`src/rtl/cache_addr_unit.sv`:
```
// Cache address decode unit.
// Splits a request address into tag / set index / word offset and emits either
// a single lookup beat or a critical-word-first block-refill burst of
// 2**OFFSET_W beats over a valid/ready output channel.
module cache_addr_unit #(
  parameter  int ADDR_W   = 32,
  parameter  int INDEX_W  = 6,
  parameter  int OFFSET_W = 2,
  localparam int TAG_W    = ADDR_W - INDEX_W - OFFSET_W
) (
  input  logic                clk,
  input  logic                rst_n,
  input  logic                req_valid,
  output logic                req_ready,
  input  logic [ADDR_W-1:0]   req_addr,
  input  logic                req_fill,
  output logic                out_valid,
  input  logic                out_ready,
  output logic [TAG_W-1:0]    out_tag,
  output logic [INDEX_W-1:0]  out_index,
  output logic [OFFSET_W-1:0] out_offset,
  output logic                out_last,
  output logic                busy
);

  localparam int                BEATS    = 1 << OFFSET_W;
  // Beat counter value on the final beat of a burst.
  localparam logic [OFFSET_W:0] LAST_CNT = (OFFSET_W + 1)'(BEATS - 1);

  // A zero-width tag would leave nothing to compare in the tag store.
  generate
    if (TAG_W < 1) begin : g_bad_tag_w
      $error("cache_addr_unit: TAG_W must be at least 1");
    end
  endgenerate

  typedef enum logic [1:0] {
    IDLE   = 2'd0,
    SINGLE = 2'd1,
    BURST  = 2'd2
  } state_t;

  state_t              state_q, state_d;
  logic [TAG_W-1:0]    tag_q, tag_d;
  logic [INDEX_W-1:0]  index_q, index_d;
  logic [OFFSET_W-1:0] offset_q, offset_d;
  logic [OFFSET_W:0]   cnt_q, cnt_d;
  logic                accept;
  logic                burst_done;

  assign accept     = req_valid & req_ready;
  assign burst_done = (cnt_q == LAST_CNT);

  assign out_valid  = (state_q != IDLE);
  assign busy       = (state_q != IDLE);
  assign out_tag    = tag_q;
  assign out_index  = index_q;
  assign out_offset = offset_q;
  assign out_last   = (state_q == SINGLE) | ((state_q == BURST) & burst_done);

  // Request-side ready: free in IDLE, lookups pipeline through SINGLE, bursts block.
  always_comb begin
    req_ready = 1'b0;
    case (state_q)
      IDLE:    req_ready = 1'b1;
      SINGLE:  req_ready = out_ready;
      default: req_ready = 1'b0;
    endcase
  end

  // Next-state logic: retire/advance the held beat, then load any accepted request.
  // An accept in SINGLE implies out_ready, so loading after the retire gives the
  // no-bubble lookup-to-lookup path for free.
  always_comb begin
    state_d  = state_q;
    tag_d    = tag_q;
    index_d  = index_q;
    offset_d = offset_q;
    cnt_d    = cnt_q;

    case (state_q)
      SINGLE: begin
        if (out_ready) state_d = IDLE;
      end
      BURST: begin
        if (out_ready) begin
          if (burst_done) begin
            state_d = IDLE;
          end else begin
            cnt_d    = cnt_q + 1'b1;
            offset_d = offset_q + 1'b1;  // natural wrap modulo 2**OFFSET_W
          end
        end
      end
      default: ;
    endcase

    if (accept) begin
      state_d  = req_fill ? BURST : SINGLE;
      tag_d    = req_addr[ADDR_W-1:INDEX_W+OFFSET_W];
      index_d  = req_addr[INDEX_W+OFFSET_W-1:OFFSET_W];
      offset_d = req_addr[OFFSET_W-1:0];
      cnt_d    = '0;
    end
  end

  // State and field registers; reset discards any in-flight request.
  always_ff @(posedge clk or negedge rst_n) begin
    if (!rst_n) begin
      state_q  <= IDLE;
      tag_q    <= '0;
      index_q  <= '0;
      offset_q <= '0;
      cnt_q    <= '0;
    end else begin
      state_q  <= state_d;
      tag_q    <= tag_d;
      index_q  <= index_d;
      offset_q <= offset_d;
      cnt_q    <= cnt_d;
    end
  end

endmodule

```
`config.mk`:
```
export PLATFORM = sky130hd
export DESIGN_NAME = cache_addr_unit
export DESIGN_NICKNAME = d
export VERILOG_FILES = /design/src/rtl/cache_addr_unit.sv
export SDC_FILE = /design/constraint.sdc
export NUM_CORES = 1
export LEC_CHECK = 0
export BUFFER_PORTS_ARGS = -buffer_cell sky130_fd_sc_hd__buf_4
export CORE_ASPECT_RATIO = 0.6
export CORE_MARGIN = 5
export CORE_UTILIZATION = 41
export CTS_CLUSTER_DIAMETER = 50
export CTS_CLUSTER_SIZE = 12
export DETAILED_ROUTE_END_ITERATION = 6
export PLACE_DENSITY_LB_ADDON = 0.2
export SETUP_SLACK_MARGIN = 0.4
export SYNTH_ARGS = -nofsm -noshare
export SYNTH_HDL_FRONTEND = slang
export SYNTH_SLANG_ARGS = --single-unit
export TNS_END_PERCENT = 50
```
`constraint.sdc`:
```
create_clock -name clk -period 1.5 [get_ports clk]
set_input_delay 0.3 -clock clk [delete_from_list [all_inputs] [get_ports clk]]
set_output_delay 0.3 -clock clk [all_outputs]
set_load 0.02 [all_outputs]
```
==> out/metrics.yaml <==
placed_design:
  dp_hpwl_mm: 2.70
  port_buffers: 72
  gp_congestion: 0.749
  dpl.cell_count: 224
sta:
  final-max-slew-violation-count: 0
  slew_headroom_pct: 70.0
  hold_ws_ns: 0.202
  setup-tns-final_ns: -0.442
  rsz0062_at_grt: "yes"
  min_period_ns: 1.83
  finalCritPeriodShare_pct: 122
  fin_skew_ns: 0.00318
  hold_violations: 0
  fin_ws_ns: -0.328
  fmax_mhz: 547
  setup_viol: 4
  tightest_slew_ns: 0.450
setup_path:
  critical_path_class: "reg -> out"
  r2r-end: "out_offset[0]"
  crit_required_ns: 1.20
  timing.rr.start: "cnt_q[1]"
  cp-end-kind: "output pin"
  r2r_cells: 6
  critPathLaunchType: "flip-flop"
  worstPathArrival_ns: 1.53
  crit_start: "cnt_q[1]"
  endpoint: "out_last"
  r2r_setup_slack_ns: -0.05
  crit_fanout: 2
global_route:
  grt.busiest_layer: "met2"
  antenna_found_initial: 0
  grt_remaining_overflow: 0
  grt_util_met1_pct: 18.0
  met2_usage_pct: 25.4
  use_met3_pct: 6.06
  grt_pass1_vias: 1194
  grt_max_degree: 38
  grt_pass1_wl_mm: 5.84
  grt_use_total_pct: 14.9
clock_network:
  cts_buffers: 5
  cts_tree: "built"
  htree_levels: 2
  clock_path_buffers: 2
  clkLatencyLatePin_ns: 0.28
  clock_sinks: 37
  cts_setup_buffers: 0
  clk_pin_slew_ns: 0.07
  cts_root_buffer: "clkbuf_8"
route:
  dr.pass1.iters: 4
  routed-via-count: 1112
  drt_wl_total_mm: 3.68
  drcViolationCount: 0
  drt-wirelength-per-cell_um: 15.8
  viasPerCell: 4.77
  drt_iter0_markers: 12
  antenna_left: 0
finish:
  fin_util_pct: 69.9
  layout.nets: 224
  n_antenna_cell: 0
  area_growth_pct: 65.7
  instances_no_fill: 233
  layout-drive-gt1-share_pct: 69.9
synthesis:
  ys_ff_latch: 37
  syn_area_per_cell_sq_um: 14.7
  synth_cell_types: 24
  synth_nets: 144
  syn_inst: 105
  synthesis.area_sq_um: 1540
  ys_seq_area_share_pct: 60.0
  ys_warn_count: 0
power_and_ir_drop:
  pwr-share-comb_pct: 55.9
  ir_drop_v: 0.00124
  p_leak_nw: 1.31
  clkPwrFrac_pct: 10.8
  p_sw_share_pct: 35.4
  p_switching_mw: 2.09
  p_seq_share_pct: 33.3
  powerDensity_nw_per_um2: 2310
  p_int_mw: 3.81
run:
  drv_cap: 0
floorplan:
  die_y_um: 57.5
  rows: 17
  initial_core_util_pct: 42.2
  ios: 73
  dieArea_sq_um: 5130
  fp.dieW_um: 89.2
  coreArea_sq_um: 3660
min_path:
  hold_class: "in -> reg"
status:
  status: "complete, but fails checks"
  violations: "negative setup slack"
-- power by group through the flow --
stage	Sequential, mW	Combinational [mW]	Clock, mW
2_1_floorplan	2.34	1.12	0
3_3_place_gp	1.83	2.63	0
3_5_place_dp	1.88	2.70	0
4_1_cts	1.96	3.27	0.660
5_1_grt	2.04	3.49	0.712
6_report	1.97	3.30	0.637
-- per-layer routing --
layer / part of all wire [%] / wire [um] / vias up
li1: - / - / 524
met1: 41 / 1500 / 547
met2: 50 / 1850 / 37
met3: 8.2 / 302 / 4
met4: 0.95 / 35 / 0
met5: 0 / 0 / -
-- kinds of logic after synthesis --
logic type                 after synthesis  share of synthesized area [%]
xor gates and xnor gates                 2                           1.14
muxes                                   32                           23.3
DFF                                     37                           60.0
AOI/OAI and AO/OA                        8                           3.49
and+or+nand+nor                         15                           5.60
adders and majority gates                2                           1.62
buffers and inverters                    9                           4.87
-- layout by cell type, fill, tap and decap left out, drive strengths merged --
cell type | synthesis | final
or2 | 1 | 1
nor2 | 5 | 5
nand2 | 1 | 1
ha | 2 | 2
buf | 6 | 78
xnor2 | 2 | 2
clkinv | 0 | 2
dfrtp | 37 | 37
mux2 | 31 | 31
and2 | 1 | 1
nor2b | 3 | 3
nand2b | 2 | 2
clkbuf | 0 | 6
a31oi | 2 | 2
and4bb | 1 | 1
mux2i | 1 | 1
inv | 3 | 3
o21ai | 3 | 3
dlygate4sd3 | 0 | 1
nand3 | 1 | 1
a221oi | 1 | 1
a211oi | 1 | 1
a221o | 1 | 1
-- worst min path at each step --
stage / start / end / slack [ns] / cells after the start
floorplan: rst_n / cnt_q[0] / 0.004 / 0
global placement: rst_n / state_q[1] / 0.27 / 1
detailed placement: rst_n / state_q[1] / 0.29 / 1
CTS: req_fill / state_q[0] / 0.19 / 2
global route: req_fill / state_q[0] / 0.19 / 2
finish: req_fill / state_q[0] / 0.20 / 2
-- worst max-delay path, stage by stage, from the launching register on --
cell and delay [ns]:
dfrtp_1 0.39, ha_2 0.21, ha_4 0.15, nor2b_4 0.12
mux2_4 0.26, buf_6 0.13
-- final cells by class --
class | count | area, sq um
Clock inverter | 2 | 10.0
Tap cell | 47 | 58.8
Clock buffer | 6 | 72.6
Multi-Input combinational cell | 59 | 723
Timing Repair Buffer | 79 | 752
Inverter | 3 | 11.3
Fill cell | 262 | 1100
Sequential cell | 37 | 928
-- synth_stat cells --
cell      number  area (sq um)
a211oi_1       1          7.51
a221o_1        1          10.0
a221oi_1       1          8.76
a31oi_1        2          12.5
and2_0         1          6.26
and4bb_1       1          12.5
buf_4          1          7.51
buf_6          5          56.3
dfrtp_1       37           926
ha_1           2          25.0
inv_1          3          11.3
mux2_1        30           338
mux2_2         1          11.3
mux2i_1        1          10.0
nand2_1        1          3.75
nand2b_1       2          12.5
nand3_1        1          5.00
nor2_1         5          18.8
nor2b_1        2          12.5
nor2b_2        1          8.76
o21ai_0        1          5.00
o21ai_1        2          10.0
or2_2          1          6.26
xnor2_1        2          17.5
-- sequential cells by signal (all words and copies together), names as in the netlist --
register,cells
state_q,2
out_index,6
out_tag,24
cnt_q,3
out_offset,2
-- timing repair --
| action | in CTS | in global routing |
|---|---|---|
| pin swaps | 1 | 3 |
| endpoints found under the setup margin | 72 | 72 |
| hold buffers | 1 | 0 |
| gates resized for setup | 57 | 6 |
| endpoints found under the hold margin | 37 | 0 |
-- metrics by stage --
step                power [mW]  area [sq um]  worst slack, ns
global route              6.24          2560           -0.401
CTS                       5.89          2530           -0.343
finish                    5.91          2560           -0.328
global placement          4.46          2230          -0.0499
floorplan                 3.46          1630          0.00506
detailed placement        4.58          2230           -0.123
No activity file was read; power rests on OpenSTA's default activity.
